`config.mk`:
```
export PLATFORM = sky130hd
export DESIGN_NAME = grf_multiport_flat
export DESIGN_NICKNAME = d
export VERILOG_FILES = /design/src/rtl/grf_pkg.sv /design/src/rtl/grf_multiport_if.sv /design/src/rtl/grf_scoreboard.sv /design/src/rtl/grf_multiport.sv /design/src/flat_wrapper.sv
export SDC_FILE = /design/constraint.sdc
export NUM_CORES = 2
export LEC_CHECK = 0
export BUFFER_PORTS_ARGS = -buffer_cell sky130_fd_sc_hd__buf_2
export CAP_MARGIN = 0
export CELL_PAD_IN_SITES_DETAIL_PLACEMENT = 0
export CELL_PAD_IN_SITES_GLOBAL_PLACEMENT = 1
export CORE_ASPECT_RATIO = 1.4
export CORE_MARGIN = 2
export CORE_UTILIZATION = 31
export DETAILED_ROUTE_END_ITERATION = 8
export PLACE_DENSITY = 0.52
export SYNTH_ARGS = -nofsm -noshare
export SYNTH_HDL_FRONTEND = slang
export SYNTH_SLANG_ARGS = --single-unit
```
`constraint.sdc`:
```
create_clock -name clk -period 42.3 [get_ports clk]
set_input_delay 2.115 -clock clk [delete_from_list [all_inputs] [get_ports clk]]
set_output_delay 2.115 -clock clk [all_outputs]
set_load 0.05 [all_outputs]
```
`src/rtl/grf_pkg.sv`:
```
// Shared types and the write-port arbitration helper for the general register file.
// The same helper decides write commit, read bypass and trace ownership, so all three agree.
package grf_pkg;

   localparam int DEF_DATA_W = 32;
   localparam int DEF_ADDR_W = 5;
   localparam int DEF_PC_W   = 32;

   // Arbitration helper capacity; instances must stay within these bounds.
   localparam int GRF_MAX_WR = 8;
   localparam int GRF_MAX_AW = 8;
   localparam int GRF_IDX_W  = 3;

   typedef logic [GRF_MAX_WR-1:0]     grf_en_t;
   typedef logic [GRF_MAX_AW-1:0]     grf_addr_t;
   typedef grf_addr_t [GRF_MAX_WR-1:0] grf_addr_vec_t;

   localparam grf_addr_t REG_ZERO = '0;

   typedef struct packed {
      logic                 hit;
      logic [GRF_IDX_W-1:0] idx;
   } grf_sel_t;

   // Highest-index enabled port targeting nonzero address a wins.
   function automatic grf_sel_t grf_sel_wr(input grf_en_t en, input grf_addr_vec_t addr,
                                           input grf_addr_t a);
      grf_sel_t s;
      s.hit = 1'b0;
      s.idx = '0;
      for (int k = 0; k < GRF_MAX_WR; k++) begin
         if (en[k] && (addr[k] == a) && (a != REG_ZERO)) begin
            s.hit = 1'b1;
            s.idx = GRF_IDX_W'(k);
         end
      end
      return s;
   endfunction

endpackage

```
`src/rtl/grf_multiport_if.sv`:
```
// Read, write, issue and trace bus of the general register file.
interface grf_multiport_if
   import grf_pkg::*;
#(
   parameter int DATA_W = DEF_DATA_W,
   parameter int ADDR_W = DEF_ADDR_W,
   parameter int NUM_RD = 2,
   parameter int NUM_WR = 2,
   parameter int PC_W   = DEF_PC_W
) ();

   logic [NUM_RD*ADDR_W-1:0] rd_addr;
   logic [NUM_RD*DATA_W-1:0] rd_data;
   logic [NUM_RD-1:0]        rd_busy;
   logic [NUM_WR-1:0]        wr_en;
   logic [NUM_WR*ADDR_W-1:0] wr_addr;
   logic [NUM_WR*DATA_W-1:0] wr_data;
   logic [NUM_WR*PC_W-1:0]   wr_pc;
   logic                     iss_en;
   logic [ADDR_W-1:0]        iss_addr;
   logic [NUM_WR-1:0]        trace_valid;
   logic [NUM_WR*PC_W-1:0]   trace_pc;
   logic [NUM_WR*ADDR_W-1:0] trace_addr;
   logic [NUM_WR*DATA_W-1:0] trace_data;
   logic                     wr_collide;

   modport master (
      output rd_addr, wr_en, wr_addr, wr_data, wr_pc, iss_en, iss_addr,
      input  rd_data, rd_busy, trace_valid, trace_pc, trace_addr, trace_data, wr_collide
   );

   modport slave (
      input  rd_addr, wr_en, wr_addr, wr_data, wr_pc, iss_en, iss_addr,
      output rd_data, rd_busy, trace_valid, trace_pc, trace_addr, trace_data, wr_collide
   );

endinterface

```
`src/rtl/grf_scoreboard.sv`:
```
// Per-register busy bits: set at issue, cleared by committed writeback; issue wins a same-edge tie.
module grf_scoreboard #(
   parameter int ADDR_W = 5,
   parameter int NUM_RD = 2
) (
   input  logic                     clk,
   input  logic                     reset,
   input  logic                     set_en,
   input  logic [ADDR_W-1:0]        set_addr,
   input  logic [2**ADDR_W-1:0]     clr_vec,
   input  logic [NUM_RD*ADDR_W-1:0] rd_addr,
   output logic [NUM_RD-1:0]        rd_busy
);

   localparam int DEPTH = 2**ADDR_W;

   logic [DEPTH-1:0] busy;
   logic [DEPTH-1:0] busy_next;

   always_comb begin
      busy_next = busy & ~clr_vec;
      if (set_en)
         busy_next[set_addr] = 1'b1;
      busy_next[0] = 1'b0;
   end

   always_ff @(posedge clk or posedge reset) begin
      if (reset)
         busy <= '0;
      else
         busy <= busy_next;
   end

   always_comb begin
      rd_busy = '0;
      for (int p = 0; p < NUM_RD; p++)
         rd_busy[p] = busy[rd_addr[p*ADDR_W +: ADDR_W]];
   end

endmodule

```
`src/rtl/grf_multiport.sv`:
```
// Multi-port general register file: bypassed combinational reads, prioritised synchronous writes,
// busy scoreboard, registered per-port writeback trace and sticky same-address collision flag.
module grf_multiport
   import grf_pkg::*;
#(
   parameter int DATA_W = DEF_DATA_W,
   parameter int ADDR_W = DEF_ADDR_W,
   parameter int NUM_RD = 2,
   parameter int NUM_WR = 2,
   parameter int PC_W   = DEF_PC_W
) (
   input logic           clk,
   input logic           reset,
   grf_multiport_if.slave bus
);

   localparam int DEPTH = 2**ADDR_W;

   function automatic grf_addr_t pad_addr(input logic [ADDR_W-1:0] a);
      grf_addr_t r;
      r = '0;
      r[ADDR_W-1:0] = a;
      return r;
   endfunction

   function automatic logic [DATA_W-1:0] port_data(input logic [GRF_IDX_W-1:0] idx,
                                                   input logic [NUM_WR*DATA_W-1:0] all);
      logic [DATA_W-1:0] d;
      d = '0;
      for (int k = 0; k < NUM_WR; k++)
         if (idx == GRF_IDX_W'(k))
            d = all[k*DATA_W +: DATA_W];
      return d;
   endfunction

   grf_en_t                      en_pad;
   grf_addr_vec_t                addr_pad;
   logic [DEPTH-1:0]             commit;
   logic [DEPTH-1:0][DATA_W-1:0] commit_data;
   logic [DATA_W-1:0]            mem [DEPTH];
   logic [NUM_RD*DATA_W-1:0]     rd_data_c;
   logic [NUM_RD-1:0]            byp_hit;
   logic [NUM_RD-1:0]            busy_raw;
   logic [NUM_WR-1:0]            tv_next;
   logic                         coll_now;
   logic [NUM_WR-1:0]            trace_valid_q;
   logic [NUM_WR*PC_W-1:0]       trace_pc_q;
   logic [NUM_WR*ADDR_W-1:0]     trace_addr_q;
   logic [NUM_WR*DATA_W-1:0]     trace_data_q;
   logic                         wr_collide_q;

   always_comb begin
      en_pad   = '0;
      addr_pad = '0;
      for (int k = 0; k < NUM_WR; k++) begin
         en_pad[k]   = bus.wr_en[k];
         addr_pad[k] = pad_addr(bus.wr_addr[k*ADDR_W +: ADDR_W]);
      end
   end

   always_comb begin
      commit      = '0;
      commit_data = '0;
      for (int a = 0; a < DEPTH; a++) begin
         grf_sel_t sel;
         sel            = grf_sel_wr(en_pad, addr_pad, GRF_MAX_AW'(a));
         commit[a]      = sel.hit;
         commit_data[a] = port_data(sel.idx, bus.wr_data);
      end
   end

   always_ff @(posedge clk or posedge reset) begin
      if (reset) begin
         for (int a = 0; a < DEPTH; a++)
            mem[a] <= '0;
      end else begin
         for (int a = 0; a < DEPTH; a++)
            if (commit[a])
               mem[a] <= commit_data[a];
      end
   end

   // Address 0 never hits the bypass, so it falls through to the constant zero.
   always_comb begin
      rd_data_c = '0;
      byp_hit   = '0;
      for (int p = 0; p < NUM_RD; p++) begin
         logic [ADDR_W-1:0] ra;
         grf_sel_t          sel;
         ra         = bus.rd_addr[p*ADDR_W +: ADDR_W];
         sel        = grf_sel_wr(en_pad, addr_pad, pad_addr(ra));
         byp_hit[p] = sel.hit;
         if (sel.hit)
            rd_data_c[p*DATA_W +: DATA_W] = port_data(sel.idx, bus.wr_data);
         else if (ra != '0)
            rd_data_c[p*DATA_W +: DATA_W] = mem[ra];
      end
   end

   grf_scoreboard #(
      .ADDR_W (ADDR_W),
      .NUM_RD (NUM_RD)
   ) u_scoreboard (
      .clk      (clk),
      .reset    (reset),
      .set_en   (bus.iss_en),
      .set_addr (bus.iss_addr),
      .clr_vec  (commit),
      .rd_addr  (bus.rd_addr),
      .rd_busy  (busy_raw)
   );

   // A port owns its trace slot only if no higher port overrode it; any override is a collision.
   always_comb begin
      tv_next  = '0;
      coll_now = 1'b0;
      for (int k = 0; k < NUM_WR; k++) begin
         grf_sel_t sel;
         sel        = grf_sel_wr(en_pad, addr_pad, addr_pad[k]);
         tv_next[k] = sel.hit && (sel.idx == GRF_IDX_W'(k));
         if (en_pad[k] && sel.hit && (sel.idx != GRF_IDX_W'(k)))
            coll_now = 1'b1;
      end
   end

   always_ff @(posedge clk or posedge reset) begin
      if (reset) begin
         trace_valid_q <= '0;
         trace_pc_q    <= '0;
         trace_addr_q  <= '0;
         trace_data_q  <= '0;
         wr_collide_q  <= 1'b0;
      end else begin
         trace_valid_q <= tv_next;
         for (int k = 0; k < NUM_WR; k++) begin
            if (tv_next[k]) begin
               trace_pc_q[k*PC_W +: PC_W]       <= bus.wr_pc[k*PC_W +: PC_W];
               trace_addr_q[k*ADDR_W +: ADDR_W] <= bus.wr_addr[k*ADDR_W +: ADDR_W];
               trace_data_q[k*DATA_W +: DATA_W] <= bus.wr_data[k*DATA_W +: DATA_W];
            end
         end
         wr_collide_q <= wr_collide_q | coll_now;
      end
   end

   assign bus.rd_data     = rd_data_c;
   assign bus.rd_busy     = busy_raw & ~byp_hit;
   assign bus.trace_valid = trace_valid_q;
   assign bus.trace_pc    = trace_pc_q;
   assign bus.trace_addr  = trace_addr_q;
   assign bus.trace_data  = trace_data_q;
   assign bus.wr_collide  = wr_collide_q;

endmodule

```
`src/flat_wrapper.sv`:
```
// flat-port wrapper written by rule: the top's interface ports become plain ports
module grf_multiport_flat import grf_pkg::*;
#(
   parameter int DATA_W = DEF_DATA_W,
   parameter int ADDR_W = DEF_ADDR_W,
   parameter int NUM_RD = 2,
   parameter int NUM_WR = 2,
   parameter int PC_W   = DEF_PC_W
)
  (clk, reset, bus_rd_addr, bus_wr_en, bus_wr_addr, bus_wr_data, bus_wr_pc, bus_iss_en, bus_iss_addr, bus_rd_data, bus_rd_busy, bus_trace_valid, bus_trace_pc, bus_trace_addr, bus_trace_data, bus_wr_collide);
  grf_multiport_if #(.DATA_W(DATA_W), .ADDR_W(ADDR_W), .NUM_RD(NUM_RD), .NUM_WR(NUM_WR), .PC_W(PC_W)) bus_i ();
  input logic clk;
  input logic reset;
  input wire logic [$bits(bus_i.rd_addr)-1:0] bus_rd_addr;
  input wire logic [$bits(bus_i.wr_en)-1:0] bus_wr_en;
  input wire logic [$bits(bus_i.wr_addr)-1:0] bus_wr_addr;
  input wire logic [$bits(bus_i.wr_data)-1:0] bus_wr_data;
  input wire logic [$bits(bus_i.wr_pc)-1:0] bus_wr_pc;
  input wire logic [$bits(bus_i.iss_en)-1:0] bus_iss_en;
  input wire logic [$bits(bus_i.iss_addr)-1:0] bus_iss_addr;
  output wire logic [$bits(bus_i.rd_data)-1:0] bus_rd_data;
  output wire logic [$bits(bus_i.rd_busy)-1:0] bus_rd_busy;
  output wire logic [$bits(bus_i.trace_valid)-1:0] bus_trace_valid;
  output wire logic [$bits(bus_i.trace_pc)-1:0] bus_trace_pc;
  output wire logic [$bits(bus_i.trace_addr)-1:0] bus_trace_addr;
  output wire logic [$bits(bus_i.trace_data)-1:0] bus_trace_data;
  output wire logic [$bits(bus_i.wr_collide)-1:0] bus_wr_collide;
  assign bus_i.rd_addr = bus_rd_addr;
  assign bus_i.wr_en = bus_wr_en;
  assign bus_i.wr_addr = bus_wr_addr;
  assign bus_i.wr_data = bus_wr_data;
  assign bus_i.wr_pc = bus_wr_pc;
  assign bus_i.iss_en = bus_iss_en;
  assign bus_i.iss_addr = bus_iss_addr;
  assign bus_rd_data = bus_i.rd_data;
  assign bus_rd_busy = bus_i.rd_busy;
  assign bus_trace_valid = bus_i.trace_valid;
  assign bus_trace_pc = bus_i.trace_pc;
  assign bus_trace_addr = bus_i.trace_addr;
  assign bus_trace_data = bus_i.trace_data;
  assign bus_wr_collide = bus_i.wr_collide;
  grf_multiport #(.DATA_W(DATA_W), .ADDR_W(ADDR_W), .NUM_RD(NUM_RD), .NUM_WR(NUM_WR), .PC_W(PC_W)) u_core (.clk(clk), .reset(reset), .bus(bus_i));
endmodule
```
# Word level (Yosys, flattened, before mapping)
# Index checks and enable logic that the tools add are counted.
op_classes:
  addsub: 0
  n_mul: 0
  n_div: 0
  n_lt_le_gt_ge: 6
  n_eq_ne: 103
  shift: 0
  mux: 155
  bitwise: 8
  n_reduce_logical: 122
ops:
  columns: ["op", "n"]
  rows:
  - ["two-way mux 32 bit", 75]
  - ["binary-select mux 32 bit (select 5 bit)", 2]
  - ["two-way mux 4 bit", 70]
  - ["== test 5 bit (second input constant)", 32]
  - ["== test 3 x 1 -> 1 bit (second input constant)", 34]
  - ["logical NOT 3 bit", 34]
  - ["logical AND 1 bit", 83]
  - ["== test 5 x 4 -> 1 bit (second input constant)", 16]
  - ["== test 5 x 3 -> 1 bit (second input constant)", 8]
  - ["AND 32 bit", 1]
  - ["NOT 32 bit", 1]
  - ["bitwise OR 32 bit", 1]
  - ["== test 5 bit", 6]
  - ["== test 5 x 2 -> 1 bit (second input constant)", 4]
  - ["< comparator 5 x 6 -> 1 bit (second input constant)", 3]
  - ["nonzero test 8 bit", 2]
  - [">= comparator 6 bit (second input constant)", 2]
  - ["NOT 5 -> 6 bit", 2]
  - ["binary-select mux 1 bit (select 5 bit)", 2]
  - ["== test 5 x 1 -> 1 bit (second input constant)", 2]
  - ["nonzero test 5 bit", 2]
  - ["demux 1 bit (select 5 bit)", 1]
  - [">= comparator 5 x 1 -> 1 bit (second input constant)", 1]
  - ["two-way mux 1 bit", 5]
  - ["other kinds (5)", 5]
totals:
  regBits: 1164
  latch_bits: 0
  ram_bits: 0
  mem_bits_ro: 0
  input_bits: 158
  out_inout_bits: 207
  elab_cells: 434
  mem_count: 0

# Longest topological paths before layout
logic_depth:
  word_depth: 9
  depth_mapped: 10
  mapped_depth_nobuf: 5

# Modules after synthesis
# From an unflattened synthesis, not the netlist that was laid out.
unflattened:
  cells_unflattened: 6797
  hier_area_um2: 71028.1
by_module_without_submodules:
  columns: ["module", "instances", "cells_each", "area_per_inst_um2", "seq_area_each_um2"]
  rows:
  - ["grf_multiport", 1, 6615, 69211.4, 28352.2]
  - ["grf_scoreboard", 1, 182, 1816.7, 775.7]

# Worst setup path before layout
# Ideal clock, no wire load.
synth_timing:
  kind: "input to output"
  from: "in bus_rd_addr[4]"
  to: "out bus_rd_data[10]"
  t_arrival_ns: 4.714
  required_ns: 40.185
  setup_slack_ns: 35.471
  path_stages: 9
  n_path_buf: 4
  path_cell_list: "buf_2 or2_1 buf_2 nor2_8 nor4_4 or3_1 buf_2 buf_6 o32ai_1"
synth_via:
  elab_chain_len: 8
  elab_cells_between_ends: 19
  classes_between: "eq/ne: 3; mux: 9; bitwise: 1; reduce/logical: 6"
synth_lines:
  columns: ["item", "line_no", "rtl"]
  rows:
  - ["start, declared", "flat_wrapper.sv:14", "input wire logic [$bits(bus_i.rd_addr)-1:0] bus_rd_addr;"]
  - ["parallel branches: the longest is 7 deep, another holds binary-select mux 32 bit (select 5 bit)", null, null]
  - ["two-way mux 32 bit *", "grf_multiport.sv:93", "if (sel.hit)"]
  - ["end, declared", "flat_wrapper.sv:21", "output wire logic [$bits(bus_i.rd_data)-1:0] bus_rd_data;"]
# Every way passes the cells marked *. The select of a mux whose other input is x is not followed.

# Final worst setup path
layout_timing:
  from: "in bus_rd_addr[3]"
  to: "out bus_rd_data[30]"
# The elaborated chain is that of the path after synthesis.

==> reports/qor.log <==
[setup_path] classification of the worst setup path input pin to primary output
[finish] fraction of layout cells with a size suffix above 1 20.17%
[logic_synthesis] share of the yosys chip area belonging to registers 40.97%
[logic_synthesis] post-synth top area cell sky130_fd_sc_hd__dfrtp_1
[pwr] power consumption 0.003978 W
[setup_path] Critical Path End Type primary output
[logic_synthesis] post-synth top area share 40.97%
[logic_synthesis] top area cells in the synthesized netlist sky130_fd_sc_hd__dfrtp_1, sky130_fd_sc_hd__mux2i_1, sky130_fd_sc_hd__mux4_2
[floorplanning] number of top-level design ports 365
[logic_synthesis] async set-reset flop share out of synthesis 100.0%
[global_route] wire length of the first global-routing pass 478.1 mm
[finish] filler-free cell count of the finished design 9721
[pwr] clock group share of total power 32.8%
[route] count of routing violations after the opening detailed-route iteration 5953
[setup_path] r2r setup slk 41.45 ns
[logic_synthesis] Post-synth EDFFs 0
[timing] slew of the pin with the lowest slew margin 1.332 ns
[clocking] CTS resizes 0
[timing] clock skew after layout 0 ns
[floorplanning] Core Box Area 228800 um2
[global_route] global-route total usage across every layer 28.98%
[logic_synthesis] top post-synthesis cells by count sky130_fd_sc_hd__mux2i_1, sky130_fd_sc_hd__dfrtp_1, sky130_fd_sc_hd__nor2_1
[pwr] switching power summed over all nets 0.001354 W
[place] Detail Placement HPWL 210.1 mm
[clocking] setup repair bufs after CTS 0
[clocking] cts-stage hold buffer count 0
[floorplanning] overall die area 233200 um2
[timing] final count of hold timing violations 0
[place] # placed instances 9463
[finish] Nets 6728
[timing] post-route clock period utilization 20.71%
[setup_path] Data required, critical path 40.18 ns
[logic_synthesis] number of distinct standard cells referenced by the synthesized netlist 60
[route] Vias 57.41k
[clocking] TritonCTS clock tree done
[pwr] power share of the sequential group 41.0%
[logic_synthesis] post-synthesis sequential element count 1164
[route] Detailed Route WL 346.4 mm
[timing] TNS Setup 0 ns
[clocking] # clock sinks 1164
[logic_synthesis] area of the mapped netlist 71090 um2
[setup_path] data arrival time of the critical path 6.65 ns
[clocking] buffer type at the clock tree root sky130_fd_sc_hd__clkbuf_16
[pwr] Lkg Pwr 34.18 nW
[hold_path] hold-critical path endpoint u_core.bus.wr_collide$_DFF_PP0_
[setup_path] launching instance or port of the critical path bus_rd_addr[3]
[timing] FMAX 114.1 MHz
[clocking] Clock Pin Slew Worst Setup and Hold Paths 0.06 ns
[setup_path] startpoint type of the worst setup path input pin
[hold_path] startpoint of the tightest hold check path u_core.bus.wr_collide$_DFF_PP0_
[finish] post-synthesis to final-layout area growth 12.33%
[timing] Finish-stage setup viols 0
[setup_path] longest individual stage delay on the worst path 1.14 ns
[finish] Filler cells 23.00k
[logic_synthesis] per-instance average area after synthesis 10.59 um2
[global_route] maximum number of pins on one net before global-route repair 150
[route] Avg WL per Cell 35.64 um
[setup_path] Worst R2R Start u_core.mem[609]$_DFFE_PP0P_
[route] detailed-route DRC error count 0
[place] Port Buf Inserts 364
[logic_synthesis] most instantiated flip-flop cell in the synthesis netlist sky130_fd_sc_hd__dfrtp_1
[setup_path] crit path max fanout 44
[setup_path] critical path, cell by cell buf_4 -> buf_4 -> inv_1 -> nor2_4 -> buf_4 -> a2111oi_0 -> o32ai_1 -> buf_2
[global_route] initial antenna violation count 30
[floorplanning] starting density of the core 31.08%
[floorplanning] horizontal extent of the die 408.7 um
[pwr] ratio of total power to cell area 49.81 nW/um2
[setup_path] reg2reg end u_core.mem[609]$_DFFE_PP0P_
[setup_path] FF-to-FF path depth 2
[route] post-DR vias/cell 5.906
[finish] area of the multi-input gates 38760 um2
[logic_synthesis] number of warnings reported in the yosys synthesis log 0
[pwr] Int Power 0.002624 W
[floorplanning] row cnt 208
[route] number of optimization iterations in the first detailed-route pass 7
[pwr] Gate power share 26.3%
[timing] pins over their slew limit 0
[setup_path] Bufs and invs on worst path 5
[place] Final Wtd Congestion 0.8664
[hold_path] worst hold path stage count 1
[setup_path] cell family with the largest share of critical-path delay buffers and inverters
[global_route] number of global-route vias before repair 56.52k
[pwr] Sw Ratio 34.04%
[timing] minimum clock period 8.762 ns
[outcome] outcome finished clean
[timing] worst max-slew margin expressed relative to the limit 10.90%
[logic_synthesis] most frequent cell after synthesis sky130_fd_sc_hd__mux2i_1
[clocking] Inserted Clock Buffers 150
[timing] setup repair after global routing missed its margin false
[hold_path] hold crit path type flip-flop to flip-flop
[clocking] CTS H-Tree Depth 4
[global_route] global route total overflow 0
[clocking] Bufs on Longest Clock Path 4
[finish] register area 29130 um2
[clocking] clock latency of the later-clocked register in the worst-skew pair 0.79 ns
[logic_synthesis] Syn Nets 6874
[route] Final ANT Viol Nets 0
[run] # Max-Cap Violations 0
[finish] Finished Core Util 34.91%
[setup_path] master of the slowest instance on the critical path sky130_fd_sc_hd__o32ai_1
[pwr] VDD IR-drop max 33.19 uV
[floorplanning] height of the chip 570.6 um
[setup_path] Top cell by count, worst path sky130_fd_sc_hd__buf_4
[logic_synthesis] Post-Synthesis Cells 6716
final cells by class:
| class | instances | area share, % |
|---|---|---|
| Multi-Input combinational cell | 4690 | 48.54 |
| Sequential cell | 1164 | 36.47 |
| Clock buffer | 222 | 5.521 |
| Tap cell | 3045 | 4.771 |
| Timing Repair Buffer | 541 | 4.124 |
| Clock inverter | 27 | 0.4293 |
| Inverter | 23 | 0.1175 |
| Antenna cell | 9 | 0.02820 |
worst max path at each step:
stage,endpoint,slack [ns],cells after the start
global placement,bus_rd_data[29],33.66,9
floorplan,u_core.bus.trace_addr[0]$_DFFE_PP0P_,7.40,1
CTS,bus_rd_data[8],33.69,8
global route,bus_rd_data[29],33.50,9
finish,bus_rd_data[30],33.54,8
detailed placement,bus_rd_data[8],33.70,8
through the flow:
stage | hold slack [ns] | setup WS (ns) | area (um2)
global route | 0.4918 | 33.50 | 79840
global placement | 0.4487 | 33.66 | 75090
detailed placement | 0.4439 | 33.70 | 75090
floorplan | 0.4769 | 7.399 | 71090
CTS | 0.4659 | 33.69 | 79840
finish | 0.4652 | 33.54 | 79860
per-layer routing:
layer / track usage [%] / share of wire [%] / routed length, um
met3: 4.644 / 6.5 / 22500
met5: 0 / 0.046 / 159
met1: 34.98 / 38 / 133000
met4: 15.24 / 6.1 / 21030
met2: 49.60 / 49 / 169700
power groups by stage:
stage                     clock network, W  registers [W]  logic [W]
after floorplan                          0        0.00161   0.000730
final                              0.00130        0.00163    0.00105
after detailed placement                 0        0.00164    0.00105
after global placement                   0        0.00163    0.00103
after global routing               0.00137        0.00166    0.00112
after CTS                          0.00134        0.00162    0.00105
logic make-up after synthesis:
logic type | Yosys count | share of synthesized area (%)
muxes | 1822 | 32.47
AOI/OAI and AO/OA | 1470 | 12.78
and+or+nand+nor | 1373 | 8.147
DFF | 1164 | 40.97
buffers and inverters | 862 | 5.329
xor gates and xnor gates | 25 | 0.3080
state kept, by name (all words and copies together), names as in the netlist:
name                      cells
u_core.mem                  992
u_core.bus.trace_data        64
u_core.bus.trace_pc          64
u_core.u_scoreboard.busy     31
u_core.bus.trace_addr        10
u_core.bus.trace_valid        2
u_core.bus.wr_collide         1
placed cells by master, fill, tap and decap left out, types with 108 or more instances in the layout:
master                      synthesis  layout
sky130_fd_sc_hd__a21oi_1          778     776
sky130_fd_sc_hd__buf_2            211     355
sky130_fd_sc_hd__buf_4             39     174
sky130_fd_sc_hd__clkbuf_16          0     154
sky130_fd_sc_hd__dfrtp_1         1164    1164
sky130_fd_sc_hd__mux2_1           108     108
sky130_fd_sc_hd__mux2i_1         1244    1244
sky130_fd_sc_hd__mux4_2           366     366
sky130_fd_sc_hd__nand2_1          347     324
sky130_fd_sc_hd__nor2_1           793     783
sky130_fd_sc_hd__o21ai_0          140     140
sky130_fd_sc_hd__o21ai_1          112     110
Power figures use the tool's default switching activity.
